[src/rtl/mole_round_controller_pkg.sv]
// Shared definitions for the whack-a-mole round controller: FSM states,
// default constants, LFSR taps and the mole index reduction helper.
package mole_round_controller_pkg;

  typedef enum logic [2:0] {
    S_IDLE   = 3'd0,
    S_SPAWN  = 3'd1,
    S_ACTIVE = 3'd2,
    S_HIT    = 3'd3,
    S_WAIT   = 3'd4,
    S_MISS   = 3'd5,
    S_OVER   = 3'd6
  } state_t;

  localparam int          DEF_START_VAL = 5;
  localparam logic [15:0] DEF_LFSR_SEED = 16'hACE1;

  // Bit positions of the polynomial taps 16,14,13,11 in a [15:0] register
  localparam int LFSR_TAP_A = 15;
  localparam int LFSR_TAP_B = 13;
  localparam int LFSR_TAP_C = 12;
  localparam int LFSR_TAP_D = 10;

  // Low nibble reduced modulo the mole count by repeated subtraction
  function automatic logic [3:0] mole_index(input logic [15:0] lfsr, input int unsigned numMoles);
    logic [4:0] rem;
    rem = {1'b0, lfsr[3:0]};
    for (int i = 0; i < 16; i++) begin
      if (rem >= numMoles[4:0]) rem = rem - numMoles[4:0];
    end
    return rem[3:0];
  endfunction

endpackage

[src/rtl/mole_round_controller_if.sv]
// Game bus between the countdown/button side and the round controller;
// the controller sits on the slave modport.
interface mole_round_controller_if #(
  parameter int COUNT_W   = 32,
  parameter int NUM_MOLES = 4,
  parameter int SCORE_W   = 8
);
  logic [COUNT_W-1:0]   count_in;
  logic                 start;
  logic [NUM_MOLES-1:0] btn;
  logic [NUM_MOLES-1:0] mole_led;
  logic [SCORE_W-1:0]   score;
  logic [SCORE_W-1:0]   misses;
  logic [SCORE_W-1:0]   round_num;
  logic                 busy;
  logic                 game_over;

  modport master (
    output count_in, start, btn,
    input  mole_led, score, misses, round_num, busy, game_over
  );

  modport slave (
    input  count_in, start, btn,
    output mole_led, score, misses, round_num, busy, game_over
  );
endinterface

[src/rtl/mole_round_controller_lfsr16.sv]
// 16-bit Fibonacci LFSR (taps 16,14,13,11) with synchronous active-low
// reset to a loadable seed; shared by randomised game blocks.
module lfsr16
  import mole_round_controller_pkg::*;
(
  input  logic        clk,
  input  logic        reset,
  input  logic        en,
  input  logic [15:0] seed,
  output logic [15:0] q
);

  logic [15:0] r_q;
  logic        w_feedback;

  assign w_feedback = r_q[LFSR_TAP_A] ^ r_q[LFSR_TAP_B] ^ r_q[LFSR_TAP_C] ^ r_q[LFSR_TAP_D];
  assign q = r_q;

  always_ff @(posedge clk) begin
    if (!reset) begin
      r_q <= seed;
    end else if (en) begin
      r_q <= {r_q[14:0], w_feedback};
    end
  end

endmodule

[src/rtl/mole_round_controller.sv]
// Whack-a-mole round sequencer: uses countdown wraps as round boundaries,
// spawns an LFSR-chosen mole each round and tracks hits, misses and rounds.
module mole_round_controller
  import mole_round_controller_pkg::*;
#(
  parameter int          COUNT_W    = 32,
  parameter int          START_VAL  = DEF_START_VAL,
  parameter int          NUM_MOLES  = 4,
  parameter int          NUM_ROUNDS = 10,
  parameter int          MAX_MISSES = 3,
  parameter int          SCORE_W    = 8,
  parameter logic [15:0] LFSR_SEED  = DEF_LFSR_SEED
) (
  input logic clk,
  input logic reset,
  mole_round_controller_if.slave bus
);

  state_t               r_state;
  logic [COUNT_W-1:0]   r_count_q;
  logic [NUM_MOLES-1:0] r_btn_q;
  logic [NUM_MOLES-1:0] r_mole_led;
  logic [SCORE_W-1:0]   r_score;
  logic [SCORE_W-1:0]   r_misses;
  logic [SCORE_W-1:0]   r_round_num;
  logic                 r_busy;
  logic                 r_game_over;

  logic [15:0]          w_lfsr;
  logic                 w_wrap;
  logic [NUM_MOLES-1:0] w_edge;
  logic                 w_hit;
  logic [NUM_MOLES-1:0] w_onehot;
  logic                 w_last_round;

  lfsr16 u_lfsr (
    .clk   (clk),
    .reset (reset),
    .en    (1'b1),
    .seed  (LFSR_SEED),
    .q     (w_lfsr)
  );

  assign w_wrap       = (r_count_q == COUNT_W'(1)) && (bus.count_in == COUNT_W'(START_VAL));
  assign w_edge       = bus.btn & ~r_btn_q;
  // The displayed LED is one-hot of the latched index, so masking edges with it selects edge[index]
  assign w_hit        = |(w_edge & r_mole_led);
  assign w_onehot     = NUM_MOLES'(1) << mole_index(w_lfsr, NUM_MOLES);
  assign w_last_round = (r_round_num == SCORE_W'(NUM_ROUNDS));

  assign bus.mole_led  = r_mole_led;
  assign bus.score     = r_score;
  assign bus.misses    = r_misses;
  assign bus.round_num = r_round_num;
  assign bus.busy      = r_busy;
  assign bus.game_over = r_game_over;

  always_ff @(posedge clk) begin
    if (!reset) begin
      r_count_q <= COUNT_W'(START_VAL);
      r_btn_q   <= '0;
    end else begin
      r_count_q <= bus.count_in;
      r_btn_q   <= bus.btn;
    end
  end

  always_ff @(posedge clk) begin
    if (!reset) begin
      r_state     <= S_IDLE;
      r_mole_led  <= '0;
      r_score     <= '0;
      r_misses    <= '0;
      r_round_num <= '0;
      r_busy      <= 1'b0;
      r_game_over <= 1'b0;
    end else begin
      case (r_state)
        S_IDLE, S_OVER: begin
          if (bus.start) begin
            r_score     <= '0;
            r_misses    <= '0;
            r_round_num <= '0;
            r_busy      <= 1'b1;
            r_game_over <= 1'b0;
            r_state     <= S_SPAWN;
          end
        end
        S_SPAWN: begin
          r_mole_led  <= w_onehot;
          r_round_num <= r_round_num + SCORE_W'(1);
          r_state     <= S_ACTIVE;
        end
        S_ACTIVE: begin
          if (w_hit) r_state <= S_HIT;
          else if (w_wrap) r_state <= S_MISS;
        end
        S_HIT: begin
          if (r_score != '1) r_score <= r_score + SCORE_W'(1);
          r_mole_led <= '0;
          r_state    <= S_WAIT;
        end
        S_WAIT: begin
          if (w_wrap) begin
            if (w_last_round) begin
              r_busy      <= 1'b0;
              r_game_over <= 1'b1;
              r_state     <= S_OVER;
            end else begin
              r_state <= S_SPAWN;
            end
          end
        end
        S_MISS: begin
          r_misses   <= r_misses + SCORE_W'(1);
          r_mole_led <= '0;
          // The wrap that caused the miss already marks the next round boundary
          if ((r_misses + SCORE_W'(1) == SCORE_W'(MAX_MISSES)) || w_last_round) begin
            r_busy      <= 1'b0;
            r_game_over <= 1'b1;
            r_state     <= S_OVER;
          end else begin
            r_state <= S_SPAWN;
          end
        end
        default: r_state <= S_IDLE;
      endcase
    end
  end

endmodule

[src/flat_wrapper.sv]
// flat-port wrapper written by rule: the top's interface ports become plain ports
module mole_round_controller_flat import mole_round_controller_pkg::*;
#(
  parameter int          COUNT_W    = 32,
  parameter int          START_VAL  = DEF_START_VAL,
  parameter int          NUM_MOLES  = 4,
  parameter int          NUM_ROUNDS = 10,
  parameter int          MAX_MISSES = 3,
  parameter int          SCORE_W    = 8,
  parameter logic [15:0] LFSR_SEED  = DEF_LFSR_SEED
)
  (clk, reset, bus_count_in, bus_start, bus_btn, bus_mole_led, bus_score, bus_misses, bus_round_num, bus_busy, bus_game_over);
  mole_round_controller_if #(.COUNT_W(COUNT_W), .NUM_MOLES(NUM_MOLES), .SCORE_W(SCORE_W)) bus_i ();
  input logic clk;
  input logic reset;
  input wire logic [$bits(bus_i.count_in)-1:0] bus_count_in;
  input wire logic [$bits(bus_i.start)-1:0] bus_start;
  input wire logic [$bits(bus_i.btn)-1:0] bus_btn;
  output wire logic [$bits(bus_i.mole_led)-1:0] bus_mole_led;
  output wire logic [$bits(bus_i.score)-1:0] bus_score;
  output wire logic [$bits(bus_i.misses)-1:0] bus_misses;
  output wire logic [$bits(bus_i.round_num)-1:0] bus_round_num;
  output wire logic [$bits(bus_i.busy)-1:0] bus_busy;
  output wire logic [$bits(bus_i.game_over)-1:0] bus_game_over;
  assign bus_i.count_in = bus_count_in;
  assign bus_i.start = bus_start;
  assign bus_i.btn = bus_btn;
  assign bus_mole_led = bus_i.mole_led;
  assign bus_score = bus_i.score;
  assign bus_misses = bus_i.misses;
  assign bus_round_num = bus_i.round_num;
  assign bus_busy = bus_i.busy;
  assign bus_game_over = bus_i.game_over;
  mole_round_controller #(.COUNT_W(COUNT_W), .START_VAL(START_VAL), .NUM_MOLES(NUM_MOLES), .NUM_ROUNDS(NUM_ROUNDS), .MAX_MISSES(MAX_MISSES), .SCORE_W(SCORE_W), .LFSR_SEED(LFSR_SEED)) u_core (.clk(clk), .reset(reset), .bus(bus_i));
endmodule
[config.mk]
export PLATFORM = sky130hd
export DESIGN_NAME = mole_round_controller_flat
export DESIGN_NICKNAME = d
export VERILOG_FILES = /design/src/rtl/mole_round_controller_pkg.sv /design/src/rtl/mole_round_controller_if.sv /design/src/rtl/mole_round_controller_lfsr16.sv /design/src/rtl/mole_round_controller.sv /design/src/flat_wrapper.sv
export SDC_FILE = /design/constraint.sdc
export NUM_CORES = 1
export LEC_CHECK = 0
export ABC_AREA = 0
export CAP_MARGIN = 40
export CORE_MARGIN = 1
export CORE_UTILIZATION = 46
export CTS_CLUSTER_SIZE = 20
export DETAILED_ROUTE_END_ITERATION = 16
export MAX_ROUTING_LAYER = met4
export PLACE_DENSITY = 0.76
export SYNTH_ARGS = -nofsm -noshare
export SYNTH_HDL_FRONTEND = slang
export SYNTH_SLANG_ARGS = --single-unit
[constraint.sdc]
create_clock -name clk -period 1.7 [get_ports clk]
set_input_delay 0.34 -clock clk [delete_from_list [all_inputs] [get_ports clk]]
set_output_delay 0.34 -clock clk [all_outputs]
set_load 0.05 [all_outputs]
==> metrics.txt, run 1 <==
n_diodes=0; Clock Tree Buf Depth=2; CTS Hold Bufs=0; worst-path fanout max=3; sequential-to-total area share from yosys stat=0.506; Routed WL=7510 µm; violated checks=negative setup slack; Total Routing Usage GR=0.210; Worst Slack Setup Final=-0.0943 ns; Crit Path Category=input pin to register; mapped cell area=3360 µm²; achievable frequency=557 MHz; CP top delay family=simple AND/OR/NAND/NOR gates; DR DRC count=0; worst stage delay on the critical path=0.46 ns; num rows=30; Yosys cell types=47; CP Capture Type=register; clk_lat worst skew=0.35 ns; TritonCTS buffer count=9; min Tclk post-route=1.79 ns; ys async rst share=0; critical path startpoint category=input pin; syn avg cell area=9.35 µm²; die footprint=7660 µm²; DRT iter0 DRCs=109; pin count of the biggest net entering global routing=32; final setup fails=3; vias in the first global route=2609; slew margin rel.=0.729; Final Cycle Share=1.06; first-pass GRT wire length=12000 µm; Leak Pwr=1.95 nW; Synth Warn #=0; antenna violations before repair=0; Worst-Margin Slew=0.403 ns; Slew Limit Fails=0; Die Wd=87.5 µm; via count=2852; Max VDD drop=0.493 mV; FILL cells=546; # port buffers=68; worst hold path class=input pin to register; Required @ worst endpoint=1.98 ns; first-pass detailed-route iteration total=4; MaxCap Viol Count=0; Initial Util=0.485; Hold Slack=0.262 ns; Post-Place Setup Slack=-0.650 ns; EDFF count, synth=0; GR Overflow Total=0; fin nets=502; PD cells=901 nW/µm²; #FFs+latches synth=85; layout cell share with drive strength beyond 1=0.287; post-synth net total=404; Die Y=87.5 µm; Final Hold Vio Count=0; routability congestion estimate=0.834; CTS sink cnt=85; DR WL/cell=13.4 µm; Mapped Cells=360; commonest register cell after synthesis=dfxtp_1; Data arrival, critical path=2.07 ns; Clock transition at path regs=0.09 ns; io pins=69; area grow syn2layout=39.7%; Most common cell on crit path=nor4_4; CTS tree=yes; DP Wirelength=5410 µm; core area=6940 µm²; Critical path buffers and inverters=2; DR vias/cell=5.10; Slowest cell on crit path=clkdlybuf4s50_1; Final ANT Viol Nets=0; H-tree depth=3; Setup Skew=0.00965 ns; clk root buf=clkbuf_8; crit path cell chain=clkdlybuf4s50_1, nor4_4, nand4_1, nor4_4, buf_4, a21oi_2, nor3b_2, o2bb2ai_1; RSZ-0062 raised after global routing=yes; outcome=finished with violations
-- worst register-to-register path, stage by stage, from the launching register on --
cell and delay [ns]:
dfxtp_1 0.31, nor4_1 0.27, buf_4 0.16, nand4_1 0.12
nor4_4 0.31, buf_4 0.19, a21oi_2 0.06, nor3b_2 0.16
o2bb2ai_1 0.13
-- through the flow --
step	setup TNS [ns]	instance area, µm²	std cells	total power (W)	utilization
2_1_floorplan	-0.0106	3450	360	0.00249	-
3_3_place_gp	-5.35	4330	540	0.00278	0.624
3_5_place_dp	-5.82	4330	540	0.00279	0.624
4_1_cts	-0.203	4610	557	0.00425	0.664
5_1_grt	-0.780	4700	559	0.00444	0.677
6_report	-0.224	4700	559	0.00424	0.677
-- synth_stat cells, drive strengths merged (2+ instances only) --
cell	number	share of area
inv	3	0.0033
nand4	8	0.015
and3	5	0.0093
buf	5	0.0093
clkbuf	11	0.012
nand3b	6	0.013
o21ai	20	0.030
dfxtp	85	0.51
a21boi	2	0.0045
nand2b	10	0.019
a21oi	17	0.025
mux2i	2	0.0060
and2	52	0.097
xnor2	4	0.010
nor2	29	0.032
nor4	16	0.036
nor4b	2	0.0052
nor3b	5	0.013
nand3	16	0.024
nand2	22	0.025
ha	5	0.019
nor2b	9	0.017
o31a	3	0.0082
xor2	8	0.021
or3b	2	0.0060
-- final cells by class --
cell class	count	area, µm²	share of cell area
multi-input combinational	256	1750	0.372
tap	96	120	0.0256
timing repair buffer	103	866	0.184
inverter	3	11.3	0.00240
clock buffer	9	124	0.0264
sequential	85	1750	0.372
clock inverter	7	81.3	0.0173
-- routing by layer --
metal | vias up | GRT usage | share of wire
met3 | 10 | 0.0313 | 0.031
met1 | 1334 | 0.270 | 0.46
met2 | 57 | 0.332 | 0.49
met4 | 0 | 0.0820 | 0.014
met5 | - | - | 0
li1 | 1451 | - | -
-- state kept, by name (all words and copies together), names as in the netlist --
register	count
u_core.bus.round_num	8
u_core.r_state	3
u_core.bus.misses	8
u_core.r_count_q	32
u_core.bus.score	8
u_core.bus.busy	1
u_core.bus.game_over	1
u_core.u_lfsr.q	16
u_core.bus.mole_led	4
u_core.r_btn_q	4
-- cells in the final DEF, fill, tap and decap left out, drive strengths merged, types with 8 or more instances in the layout --
cell type and instances:
buf 66, nand4 8, o21ai 20, nor4 16, dfxtp 85, a21oi 17
clkdlybuf4s50 20, and2 52, nand2b 10, nor2b 9, dlygate4sd2 14, nor2 29
nand3 16, xor2 8, nand2 22, clkbuf 9
-- final timing paths --
| path | from | endpoint | depth (start not counted) | slack [ns] |
|---|---|---|---|---|
| worst max register to register | u_core.r_count_q[23]$_SDFF_PN0_ | u_core.r_state[1]$_SDFFE_PN0P_ | 8 | -0.06 |
| worst min register to register | u_core.u_lfsr.q[5]$_SDFF_PN1_ | u_core.u_lfsr.q[6]$_SDFF_PN1_ | 1 | 0.41 |
| worst min-delay path | bus_count_in[19] | u_core.r_count_q[19]$_SDFF_PN0_ | 2 | 0.26 |
| worst max-delay path | bus_count_in[11] | u_core.r_state[1]$_SDFFE_PN0P_ | 8 | -0.09 |
-- cell families after synthesis --
family,after synthesis,synth area share
AND/OR/NAND/NOR,184,0.316
XOR/XNOR,12,0.0312
AO/OA/AOI/OAI,53,0.0971
multiplexers,2,0.00595
adder cells (fa/ha/maj),5,0.0186
flip-flops,85,0.506
buffers and inverters,19,0.0249
-- where the power goes --
part           switching [W]  leakage [nW]  internal, W  total (W)
combinational       0.000321          1.14     0.000310   0.000631
clock               0.000767         0.101     0.000700    0.00147
sequential         0.0000609         0.713      0.00208    0.00214
total                0.00115          1.95      0.00309    0.00424
-- repair_timing --
action,4_1_cts,5_1_grt
buffers inserted,1,2
endpoints found under the setup margin,5,14
pin swaps,17,12
resized for setup,29,17
(Power assumes the default switching activity.)
==> run 2: changes to the inputs <==
--- a/config.mk
+++ b/config.mk
@@ -8,11 +8,13 @@
 export ABC_AREA = 0
 export CAP_MARGIN = 40
 export CORE_MARGIN = 1
-export CORE_UTILIZATION = 46
+export CORE_UTILIZATION = 47
 export CTS_CLUSTER_SIZE = 20
 export DETAILED_ROUTE_END_ITERATION = 16
+export HOLD_SLACK_MARGIN = 0.06
 export MAX_ROUTING_LAYER = met4
 export PLACE_DENSITY = 0.76
 export SYNTH_ARGS = -nofsm -noshare
 export SYNTH_HDL_FRONTEND = slang
+export SYNTH_HIERARCHICAL = 1
 export SYNTH_SLANG_ARGS = --single-unit
==> metrics.txt, run 2 <==
layout cell share with drive strength beyond 1=0.326 (was 0.287); #FFs+latches synth=85 (unchanged); Slowest cell on crit path=dfxtp_4 (was clkdlybuf4s50_1); num rows=32 (was 30); Required @ worst endpoint=1.95 ns (was 1.98 ns); clk_lat worst skew=0.36 ns (was 0.35 ns); DR DRC count=0 (unchanged); antenna violations before repair=0 (unchanged); sequential power share=0.455 (was 0.505); commonest register cell after synthesis=dfxtp_1 (unchanged); worst r2r src=u_core/bus.misses[0]$_SDFFE_PN0P_ (was u_core.r_count_q[23]$_SDFF_PN0_); worst-path fanout max=5 (was 3); sequential-to-total area share from yosys stat=0.493 (was 0.506); most frequent cell after synthesis=dfxtp_1 (unchanged); via count=3076 (was 2852); Setup Skew=0.0100 ns (was 0.00965 ns); R2R cell count=7 (was 8); area grow syn2layout=38.6% (was 39.7%); most common cell after layout, fill and taps aside=buf_4 (was dfxtp_1); clk root buf=clkbuf_8 (unchanged); CP Capture Type=register (unchanged); # port buffers=68 (unchanged); Worst-Margin Slew=0.725 ns (was 0.403 ns); TritonCTS buffer count=9 (unchanged); Die Y=91.6 µm (was 87.5 µm); EDFF count, synth=16 (was 0); MaxCap Viol Count=0 (unchanged); r2r setup slk=-0.13 ns (was -0.06 ns); Crit Path Category=register to register (was input pin to register); ys async rst share=0 (unchanged); Data arrival, critical path=2.08 ns (was 2.07 ns); Largest register FFs=32 (unchanged); Clock Tree Buf Depth=2 (unchanged); PD cells=973 nW/µm² (was 901 nW/µm²); most frequent cells after synthesis=69 x dfxtp_1, 42 x and2_1, 26 x nand2_1, 20 x nor2_1, 17 x nor4_1 (was 85 x dfxtp_1, 51 x and2_1, 29 x nor2_1, 21 x nand2_1, 20 x o21ai_0); Slew Limit Fails=0 (unchanged); FILL cells=611 (was 546); worst stage delay on the critical path=0.40 ns (was 0.46 ns); total power draw=0.00509 W (was 0.00424 W); combinational share of power=0.270 (was 0.149); H-tree depth=3 (unchanged); mapped cell area=3780 µm² (was 3360 µm²); synth top area cells=dfxtp_1 37%, edfxtp_1 13%, and2_1 7.0%, nor4_1 2.8%, mux2_4 2.8% (was dfxtp_1 51%, and2_1 9.5%, nor2_1 3.2%, o21ai_0 3.0%, nor4_1 2.6%); DP Wirelength=6030 µm (was 5410 µm); Sw Pwr=0.00168 W (was 0.00115 W); outcome=finished with violations (unchanged); Net Sw Frac=0.331 (was 0.271); core area=7770 µm² (was 6940 µm²); crit path cell chain=ha_4, nand2_2, or3_4, o211a_4, a311oi_4, a211oi_4, mux2i_1 (was clkdlybuf4s50_1, nor4_4, nand4_1, nor4_4, buf_4, a21oi_2, nor3b_2, o2bb2ai_1); Initial Util=0.486 (was 0.485); final setup fails=5 (was 3); CP top delay family=compound AO/OA/AOI/OAI gates (was simple AND/OR/NAND/NOR gates); fin nets=546 (was 502); violated checks=negative setup slack (unchanged); Die Wd=91.6 µm (was 87.5 µm); CTS sink cnt=85 (unchanged); Largest Register=u_core/r_count_q (was u_core.r_count_q); P_int=0.00341 W (was 0.00309 W); n_diodes=0 (unchanged); Leak Pwr=2.13 nW (was 1.95 nW); CTS Hold Bufs=0 (unchanged); routability congestion estimate=0.881 (was 0.834); Yosys cell types=59 (was 47); worst r2r dst=u_core/bus.busy$_SDFFE_PN0P_ (was u_core.r_state[1]$_SDFFE_PN0P_); Worst Slack Setup Final=-0.130 ns (was -0.0943 ns); clock share of power=0.275 (was 0.346); footprint of the multi-input gates=2010 µm² (was 1750 µm²); Max VDD drop=0.690 mV (was 0.493 mV); WP depth=7 (was 8); Final TNS setup=-0.585 ns (was -0.224 ns); critical path startpoint category=register (was input pin); Critical path buffers and inverters=0 (was 2); Final Hold Vio Count=0 (unchanged); RSZ-0062 raised after global routing=yes (unchanged); CTS tree=yes (unchanged); biggest area consumer among synthesized cells=dfxtp_1 (unchanged); GR Overflow Total=0 (unchanged); syn avg cell area=10.2 µm² (was 9.35 µm²); Post-Place Setup Slack=-0.766 ns (was -0.650 ns); DRT iter0 DRCs=109 (unchanged); Synth Warn #=6 (was 0); min Tclk post-route=1.83 ns (was 1.79 ns); pin count of the biggest net entering global routing=30 (was 32); Worst Setup SP=u_core/bus.misses[0]$_SDFFE_PN0P_ (was bus_count_in[11]); io pins=69 (unchanged); achievable frequency=546 MHz (was 557 MHz); vias in the first global route=3067 (was 2609); DR vias/cell=5.06 (was 5.10); first-pass detailed-route iteration total=4 (unchanged); Final Cycle Share=1.08 (was 1.06); most frequent cells in the layout=79 x buf_4, 53 x dfxtp_1, 42 x and2_1, 25 x nand2_1, 23 x clkdlybuf4s50_1 (was 65 x dfxtp_1, 64 x buf_4, 51 x and2_1, 28 x nor2_1); slew margin rel.=0.516 (was 0.729); Final ANT Viol Nets=0 (unchanged); die footprint=8400 µm² (was 7660 µm²); Worst Setup EP=u_core/bus.busy$_SDFFE_PN0P_ (was u_core.r_state[1]$_SDFFE_PN0P_); Clock transition at path regs=0.10 ns (was 0.09 ns); Routed WL=8450 µm (was 7510 µm); Sequential Area=1900 µm² (was 1750 µm²); Total Routing Usage GR=0.215 (was 0.210); first-pass GRT wire length=13900 µm (was 12000 µm); worst hold path class=input pin to register (unchanged); Mapped Cells=370 (was 360); Synth top area share=0.366 (was 0.506); DR WL/cell=13.9 µm (was 13.4 µm)
run 2: cell types whose count changed after synthesis, sizes merged, moves of 4 or more:
cell,delta
dfxtp,-16
edfxtp,+16
mux2,+15
and2,-10
nor2,-9
nand2b,-7
nor3,+6
a21oi,-5
nand2,+4
o21ai,-4
run 2: final cells by class:
cell class | instances | share of cell area
clock buffer | 9 | 0.0237
clock inverter | 7 | 0.0141
inverter | 7 | 0.00526
multi-input combinational | 279 | 0.384
sequential | 85 | 0.363
tap | 102 | 0.0244
timing repair buffer | 119 | 0.185
run 2: power groups by stage:
stage | Clock (W) | Sequential (W) | Combinational [W]
after global placement | 0 | 0.00234 | 0.00128
after floorplan | 0 | 0.00246 | 0.000707
after CTS | 0.00145 | 0.00231 | 0.00135
after detailed placement | 0 | 0.00235 | 0.00131
after global routing | 0.00152 | 0.00233 | 0.00149
final | 0.00140 | 0.00231 | 0.00138
run 2: per-layer routing:
| metal | track usage | vias up | part of all wire |
|---|---|---|---|
| met5 | - | - | 0 |
| met4 | 0.0794 | 0 | 0.021 |
| met3 | 0.0514 | 13 | 0.032 |
| met2 | 0.356 | 61 | 0.51 |
| met1 | 0.254 | 1424 | 0.44 |
| li1 | - | 1578 | - |
run 2: metrics by stage:
stage | utilization | hold slack [ns] | cell area [µm²] | instances
after floorplan | - | 0.441 | 3890 | 385
after global placement | 0.627 | 0.457 | 4870 | 588
after detailed placement | 0.627 | 0.456 | 4870 | 588
after CTS | 0.663 | 0.309 | 5150 | 606
after global routing | 0.674 | 0.347 | 5230 | 608
final | 0.674 | 0.341 | 5230 | 608
run 2: repair_timing:
action	CTS	global route
endpoints found under the setup margin	5	15
pin swaps	14	3
gates resized for setup	29	15
buffers inserted	2	2
run 2: cell families (layout without fill, tap and decap cells):
logic type      count (synthesis)  after routing  synth area share
compound gates                 53             53             0.102
xor+xnor                       11             11            0.0255
fa+ha+maj                       6              6            0.0199
buf+inv                        21            142            0.0335
flops                          85             85             0.493
mux                            20             20            0.0649
other cells                     2             17           0.00199
simple gates                  172            172             0.259
run 2: worst min path at each step:
stage	from	to	cells past startpoint
after floorplan	bus_count_in[0]	u_core/r_count_q[0]$_SDFF_PN1_	1
after global placement	u_core/bus.game_over$_SDFFE_PN0P_	u_core/bus.game_over$_SDFFE_PN0P_	2
after detailed placement	u_core/bus.game_over$_SDFFE_PN0P_	u_core/bus.game_over$_SDFFE_PN0P_	2
after CTS	bus_count_in[29]	u_core/r_count_q[29]$_SDFF_PN0_	2
after global routing	bus_count_in[18]	u_core/r_count_q[18]$_SDFF_PN0_	2
final	bus_count_in[18]	u_core/r_count_q[18]$_SDFF_PN0_	2
